[src/rtl/uart_rx_fifo.sv]
// uart_rx_fifo
//
// Receive-side byte buffer placed directly after the UART receiver. Each byte
// the receiver strobes in with i_RX_DV is stored in a circular FIFO, and the
// consuming logic pops bytes at its own pace through a registered read port.
// The block reports empty, full, occupancy and a sticky overrun flag for bytes
// dropped while full.
//
// Optional feature: define UART_RX_FIFO_WATERMARK_EN to build the occupancy
// watermark compare (o_Watermark = count >= WATERMARK, registered with count).
// Without the macro, o_Watermark is tied to 0 and the port list is unchanged.
//
// Parameters:
//   ADDR_W     address width, depth is DEPTH = 2**ADDR_W bytes
//   WATERMARK  occupancy threshold for o_Watermark, legal range 1..DEPTH
//
// Ports:
//   i_Clock        clock (shared with the UART receiver)
//   i_Reset        asynchronous active-high reset
//   i_RX_DV        one-cycle strobe: i_RX_Byte is valid this cycle
//   i_RX_Byte      received byte
//   i_Rd_En        read request, pops one byte when not empty
//   o_Rd_Data      registered read data, held until the next accepted read
//   o_Rd_Valid     one-cycle pulse the cycle after an accepted read
//   o_Empty        count == 0
//   o_Full         count == DEPTH
//   o_Count        occupancy, 0..DEPTH
//   o_Overrun      sticky: a byte was dropped because the FIFO was full
//   i_Overrun_Clr  synchronous clear of o_Overrun (a coincident set wins)
//   o_Watermark    count >= WATERMARK (watermark build only, else 0)
//
// Handshake: the write side has no back-pressure; a strobe on i_RX_DV is
// either stored or, when full with no read in the same cycle, dropped and
// flagged in o_Overrun. The read side is request/response: i_Rd_En is accepted
// only while count > 0, and an accepted read is answered exactly one cycle
// later by o_Rd_Valid together with the new o_Rd_Data. Requests while empty are
// ignored and produce no o_Rd_Valid.

module uart_rx_fifo #(
    parameter int ADDR_W    = 4,
    parameter int WATERMARK = 12
) (
    input  logic              i_Clock,
    input  logic              i_Reset,
    input  logic              i_RX_DV,
    input  logic [7:0]        i_RX_Byte,
    input  logic              i_Rd_En,
    output logic [7:0]        o_Rd_Data,
    output logic              o_Rd_Valid,
    output logic              o_Empty,
    output logic              o_Full,
    output logic [ADDR_W:0]   o_Count,
    output logic              o_Overrun,
    input  logic              i_Overrun_Clr,
    output logic              o_Watermark
);

    localparam int                DEPTH      = 1 << ADDR_W;
    localparam logic [ADDR_W:0]   FULL_COUNT = (ADDR_W + 1)'(DEPTH);
    localparam logic [ADDR_W:0]   COUNT_ONE  = 1;
    localparam logic [ADDR_W-1:0] PTR_ONE    = 1;

    // Elaboration-time guard on the threshold range.
    if (WATERMARK < 1 || WATERMARK > DEPTH) begin : g_bad_watermark
        $error("uart_rx_fifo: WATERMARK must be in 1..DEPTH");
    end

    logic [7:0]        mem [DEPTH];
    logic [ADDR_W-1:0] wr_ptr;
    logic [ADDR_W-1:0] rd_ptr;
    logic [ADDR_W:0]   count;
    logic [ADDR_W:0]   count_next;
    logic              rd_accept;
    logic              wr_accept;
    logic              overrun_set;

    // A read frees a slot in the same cycle, so a full FIFO still takes a
    // write when it is read at the same time. An empty FIFO never forwards the
    // incoming byte to the read port.
    always_comb begin
        rd_accept   = i_Rd_En && (count != '0);
        wr_accept   = i_RX_DV && ((count != FULL_COUNT) || rd_accept);
        overrun_set = i_RX_DV && !wr_accept;
    end

    always_comb begin
        count_next = count;
        unique case ({wr_accept, rd_accept})
            2'b10:   count_next = count + COUNT_ONE;
            2'b01:   count_next = count - COUNT_ONE;
            default: count_next = count;
        endcase
    end

    // Storage array has no reset; only pointers and count define contents.
    always_ff @(posedge i_Clock) begin
        if (wr_accept) begin
            mem[wr_ptr] <= i_RX_Byte;
        end
    end

    always_ff @(posedge i_Clock or posedge i_Reset) begin
        if (i_Reset) begin
            wr_ptr     <= '0;
            rd_ptr     <= '0;
            count      <= '0;
            o_Rd_Data  <= 8'h00;
            o_Rd_Valid <= 1'b0;
            o_Overrun  <= 1'b0;
        end else begin
            count      <= count_next;
            o_Rd_Valid <= rd_accept;
            if (wr_accept) begin
                wr_ptr <= wr_ptr + PTR_ONE;
            end
            if (rd_accept) begin
                o_Rd_Data <= mem[rd_ptr];
                rd_ptr    <= rd_ptr + PTR_ONE;
            end
            // Set has priority over clear so a drop is never missed.
            if (overrun_set) begin
                o_Overrun <= 1'b1;
            end else if (i_Overrun_Clr) begin
                o_Overrun <= 1'b0;
            end
        end
    end

    assign o_Empty = (count == '0);
    assign o_Full  = (count == FULL_COUNT);
    assign o_Count = count;

`ifdef UART_RX_FIFO_WATERMARK_EN
    localparam logic [ADDR_W:0] WM_COUNT = (ADDR_W + 1)'(WATERMARK);

    logic watermark_q;

    // Computed from count_next so the flag changes on the same edge as count.
    always_ff @(posedge i_Clock or posedge i_Reset) begin
        if (i_Reset) begin
            watermark_q <= 1'b0;
        end else begin
            watermark_q <= (count_next >= WM_COUNT);
        end
    end

    assign o_Watermark = watermark_q;
`else
    assign o_Watermark = 1'b0;
`endif

endmodule

[config.mk]
export PLATFORM = sky130hd
export DESIGN_NAME = uart_rx_fifo
export DESIGN_NICKNAME = d
export VERILOG_FILES = /design/src/rtl/uart_rx_fifo.sv
export SDC_FILE = /design/constraint.sdc
export NUM_CORES = 1
export LEC_CHECK = 0
export BUFFER_PORTS_ARGS = -buffer_cell sky130_fd_sc_hd__buf_2
export CAP_MARGIN = 20
export CORE_UTILIZATION = 30
export CTS_CLUSTER_DIAMETER = 80
export DETAILED_ROUTE_END_ITERATION = 8
export PLACE_DENSITY = 0.43
export SLEW_MARGIN = 20
export SYNTH_ARGS = -nofsm -noshare
export SYNTH_HDL_FRONTEND = slang
export SYNTH_SLANG_ARGS = --single-unit
[constraint.sdc]
create_clock -name i_Clock -period 2.8 [get_ports i_Clock]
set_input_delay 0.42 -clock i_Clock [delete_from_list [all_inputs] [get_ports i_Clock]]
set_output_delay 0.42 -clock i_Clock [all_outputs]
set_load 0.005 [all_outputs]
==> results of run 1 <==
## per-layer routing
| layer | routed length, um | global-route usage | part of all wire |
|---|---|---|---|
| met3 | 400 | 0.03179 | 0.032 |
| met1 | 6061 | 0.1828 | 0.48 |
| met2 | 5960 | 0.2050 | 0.47 |
| met5 | 0 | 0 | 0 |
| met4 | 140 | 0.05485 | 0.011 |
## layout make-up
cell class	instances	area share
sequential	151	0.6139
clock inverter	13	0.02034
timing repair buffer	47	0.04067
multi-input combinational	141	0.2131
inverter	11	0.005736
tap	265	0.04606
clock buffer	19	0.06014
## worst min-delay path: cells and delay by family
family / cells / cell delay (ns)
buffers and inverters: 3 / 0.45
## kinds of logic after synthesis
kind of cell | synth area share
flip-flops | 0.7275
multiplexers | 0.1487
AND/OR/NAND/NOR | 0.03852
buffers and inverters | 0.01998
AO/OA/AOI/OAI | 0.03193
adder cells (fa/ha/maj) | 0.01977
XOR/XNOR | 0.01298
other | 0.0006173
## cells in the final DEF (no fill, tap or decap), drive strengths merged, types with 8 or more instances in the layout
cell type    n
nand2       21
dfrtp       23
mux2i       16
o221ai       8
buf         47
inv         15
nor2        15
clkbuf      19
xnor2        9
edfxtp     128
ha           8
mux4        32
## flip-flops by register name (all words and copies together), names as in the netlist
signal and flops:
o_Rd_Valid 1, o_Count 5, wr_ptr 4, rd_ptr 4, o_Rd_Data 8, mem 128, o_Overrun 1
## worst paths after layout
path                            cells after the start  slack (ns)            to           from
worst min-delay path                                3        0.05  o_Rd_Data[5]        i_Reset
worst max-delay path                                9        0.26    o_Count[4]     o_Count[0]
max in group asynchronous                           3        2.49  o_Rd_Data[1]        i_Reset
min in group i_Clock                                2        0.18     o_Overrun  i_Overrun_Clr
worst min register to register                      2        0.50  o_Rd_Data[4]   o_Rd_Data[4]
worst max register to register                      9        0.26    o_Count[4]     o_Count[0]
## where the power goes
| part | switching [mW] | internal (mW) | total [mW] | leakage, nW |
|---|---|---|---|---|
| Combinational | 1.04 | 0.972 | 2.01 | 0.790 |
| Sequential | 0.211 | 2.79 | 3.00 | 1.43 |
| Clock | 0.926 | 1.32 | 2.25 | 0.279 |
## synthesized netlist by cell type, types with 2 or more instances
library cell / count / area share
ha_1: 8 / 0.016
nand4_1: 2 / 0.0021
clkbuf_1: 2 / 0.0012
mux4_2: 32 / 0.12
mux2_2: 2 / 0.0037
nor2_1: 13 / 0.0080
o21ai_0: 2 / 0.0016
inv_1: 11 / 0.0068
edfxtp_1: 128 / 0.63
dfrtp_1: 23 / 0.095
nand2b_1: 2 / 0.0021
buf_4: 2 / 0.0025
o221ai_1: 8 / 0.012
buf_2: 10 / 0.0082
xnor2_1: 9 / 0.013
nor3_1: 4 / 0.0033
mux2i_1: 16 / 0.026
buf_1: 2 / 0.0012
nor2b_1: 2 / 0.0021
nand2_1: 20 / 0.012
## stage by stage
| step | power, mW | instances |
|---|---|---|
| after detailed placement | 5.119 | 614 |
| after floorplan | 4.428 | 319 |
| after CTS | 7.389 | 646 |
| after global placement | 5.114 | 614 |
| final | 7.264 | 647 |
| after global routing | 7.660 | 647 |
## repair_timing
item | in CTS | in global routing
hold buffers | 0 | 0
setup endpoints to repair | 0 | 1
gates resized for setup | 0 | 1
endpoints found under the hold margin | 0 | 0
setup buffers | 0 | 0
==> flow_summary.ini, run 1 <==
[timing]
fin_ws_ns = 0.2649
finClkSkew_ns = 0.007653
fmax_mhz = 394.5
rsz0062_at_grt = no
holdWs_ns = 0.04930
min_period_over_period = 0.9054
setup_tns_ns = 0
setup_violations = 0
slew_violations = 0
slew_headroom = 0.3128
period_needed_ns = 2.535
tightest_slew_ns = 1.027
hold_viol = 0

[finish]
final_nets = 391
diodes = 0
design_area_sq_um = 7198
drive_above_1_share = 0.3115
regArea_sq_um = 4419
nFillCells = 1886
multi_input_area_sq_um = 1534
final_util = 0.3662
area_growth_pct = 18.50

[floorplan]
dieArea_sq_um = 20820
start_util = 0.3091
io_pins = 31
fp.dieH_um = 144.3
core_sq_um = 19650
die_w_um = 144.3
fp-row-count = 51

[worst_setup_path]
crit_buf_inv = 0
path_max_fanout = 6
slowest_stage = or4_4
path_class = register to register
cp.arrival_ns = 2.87
cp.required_ns = 3.13
cp-start-kind = register
end_kind = register
cp_top_family = simple AND/OR/NAND/NOR gates
max_stage_delay_ns = 0.58
path_cells = or4_4 > o21ai_4 > nor2_2 > ha_1 > nor2b_1 > o21ai_1 > nand2_1 > o32a_1 > o211ai_1

[clock_network]
cts.sinks = 151
cts_buffers = 17
cts-htree-levels = 4
cts_tree = built
clk_pin_slew_ns = 0.06
clockBufferDepth = 2
clock_latency_ns = 0.42
cts-root-buf = clkbuf_16

[logic_synthesis]
synth_edf_count = 128
synth_cells = 319
ys_types = 41
syn-num-nets = 341
syn_area_sq_um = 6075
synth_ff_type = edfxtp_1
ys_ff_latch = 151
synth_warnings = 0
synth_seq_area_share = 0.7275
synthArstFlopShare = 0.1523
avgSynthCellArea_sq_um = 19.04

[power_and_ir_drop]
leakagePower_nw = 2.501
ir_worst_vdd_uv = 475.2
p_per_area_nw_per_um2 = 1009

[global_routing]
antenna_found_initial = 0
grt_overflow = 0
grt_pass1_vias = 3180
grt_max_degree = 35
grt_usage = 0.1340
grt_pass1_wl_um = 19300

[hold_path]
min_path_type = primary input to asynchronous set/reset pin

[detailed_routing]
viasPerCell = 4.612
first_iter_violations = 111
drtAntennaViolNets = 0
dr.pass1.iters = 4
detail_route.wl_per_cell_um = 19.42
vias = 2984
wl_um = 12560
drc = 0

[placed_design]
place.gp.congestion = 0.7188
dpl.hpwl_um = 8048
port_buffers = 29
post-place-ws_ns = 0.1989
post_dp_cell_area_sq_um = 6611

[outcome]
status = complete, no violations

[flow_run]
maxCapViolations = 0
(Power assumes the default switching activity.)
==> inputs of run 2 (changes only) <==
- CORE_UTILIZATION: 30 -> 35
- PLACE_DENSITY: 0.43 -> 0.48
==> run 2 against run 1 <==
Net effect:
- sequential power barely moved
- sequential share of layout area barely moved
- final cell count fell by 7.1%
- worst setup slack got worse by 0.048 ns
- non-clock buffer count fell by 1
- clock power rose by 11%
- flip-flop and latch count did not move
- combinational power fell by 2%
- via count rose by 0.44%
- critical endpoint unchanged
==> flow_summary.ini, run 2 (synthesized netlist as in run 1, its figures left out) <==
[timing]
setup_violations = 0
rsz0062_at_grt = no
hold_viol = 0
finClkSkew_ns = 0.01506
slew_headroom = 0.3480
fmax_mhz = 387.2
slew_violations = 0
period_needed_ns = 2.583
setup_tns_ns = 0
tightest_slew_ns = 0.9743
min_period_over_period = 0.9225

[worst_setup_path]
cp_top_family = simple AND/OR/NAND/NOR gates
max_stage_delay_ns = 0.58
cp-start-kind = register
end_kind = register
path_max_fanout = 6
path_class = register to register
crit_buf_inv = 0
path_cells = or4_4 > o21ai_4 > nor2_2 > ha_1 > nor2b_1 > o21ai_0 > nand2_1 > o32a_1 > o211ai_1
slowest_stage = or4_4
cp.required_ns = 3.14
cp.arrival_ns = 2.92

[hold_path]
min_path_type = primary input to asynchronous set/reset pin

[power_and_ir_drop]
p_per_area_nw_per_um2 = 1039
leakagePower_nw = 2.518
finalPower_mw = 7.474
ir_worst_vdd_uv = 481.7

[global_routing]
grt_overflow = 0
antenna_found_initial = 0
grt_pass1_vias = 3228
grt_usage = 0.1467
grt_max_degree = 27
grt_pass1_wl_um = 18860

[floorplan]
fp.dieH_um = 133.7
start_util = 0.3624
io_pins = 31
core_sq_um = 16760
dieArea_sq_um = 17890
die_w_um = 133.7
fp-row-count = 47

[detailed_routing]
dr.pass1.iters = 5
drtAntennaViolNets = 0
drc = 0
wl_um = 11990
first_iter_violations = 188
detail_route.wl_per_cell_um = 19.95
vias = 2997
viasPerCell = 4.987

[finish]
diodes = 0
largest_reg_flops = 128
nFillCells = 1495
final_cell_mix = edfxtp_1 (128), mux4_2 (32), buf_2 (29)
area_growth_pct = 18.43
regArea_sq_um = 4419
drive_above_1_share = 0.3123
final_nets = 390
largest_register = mem
multi_input_area_sq_um = 1534
final_common_cell = edfxtp_1

[outcome]
status = complete, no violations

[clock_network]
cts-htree-levels = 4
cts-root-buf = clkbuf_16
cts_resized = 0
cts_tree = built
clockBufferDepth = 2
cts_buffers = 17
clock_latency_ns = 0.42
cts_hold_buf = 0
post_cts_buffers = 0
clk_pin_slew_ns = 0.06
cts.sinks = 151

[placed_design]
dpl.hpwl_um = 7826
port_buffers = 29
place.gp.congestion = 0.7266

[flow_run]
maxCapViolations = 0
-- run 2: cell types whose count changed in the layout (fill, tap and decap cells not counted), sizes merged --
cell | before | now
buf | 47 | 46
bufinv | 2 | 5
clkbuf | 19 | 17
clkinvlp | 2 | 3
inv | 15 | 13
-- run 2: routing by layer --
metal / wire length, um / up-vias / track usage
li1: - / 1364 / -
met1: 5432 / 1564 / 0.1880
met2: 5960 / 55 / 0.2389
met3: 413 / 14 / 0.03653
met4: 186 / 0 / 0.05808
met5: 0 / - / 0
-- run 2: path summary, 6_finish.rpt --
check	startpoint	to	slack, ns	cells past startpoint
max	o_Count[0]	o_Count[4]	0.22	9
min	i_Reset	rd_ptr[2]	0.05	2
max reg2reg	o_Count[0]	o_Count[4]	0.22	9
min reg2reg	o_Rd_Data[4]	o_Rd_Data[4]	0.50	2
max in group asynchronous	i_Reset	o_Rd_Data[1]	2.38	2
min in group i_Clock	i_Overrun_Clr	o_Overrun	0.18	2
-- run 2: per-stage QoR --
stage	instance area (sq um)	hold slack, ns	setup WS, ns	std cells	util
after floorplan	6075	0.4219	0.3365	319	-
after global placement	6543	0.4829	0.2682	569	0.3904
after detailed placement	6543	0.4834	0.2125	569	0.3904
after CTS	7194	0.1663	0.2067	601	0.4293
after global routing	7194	0.09519	0.1066	601	0.4293
final	7194	0.04587	0.2171	601	0.4293
-- run 2: cell type report --
cell class / count / share of cell area
Inverter: 11 / 0.005739
Sequential cell: 151 / 0.6143
Timing Repair Buffer: 46 / 0.03791
Multi-Input combinational cell: 141 / 0.2132
Tap cell: 220 / 0.03826
Clock inverter: 15 / 0.03148
Clock buffer: 17 / 0.05913
-- run 2: where the power goes --
group	internal, mW	switching, mW	total, mW
Combinational	0.948	1.01	1.96
Clock	1.59	0.913	2.50
Sequential	2.79	0.223	3.02
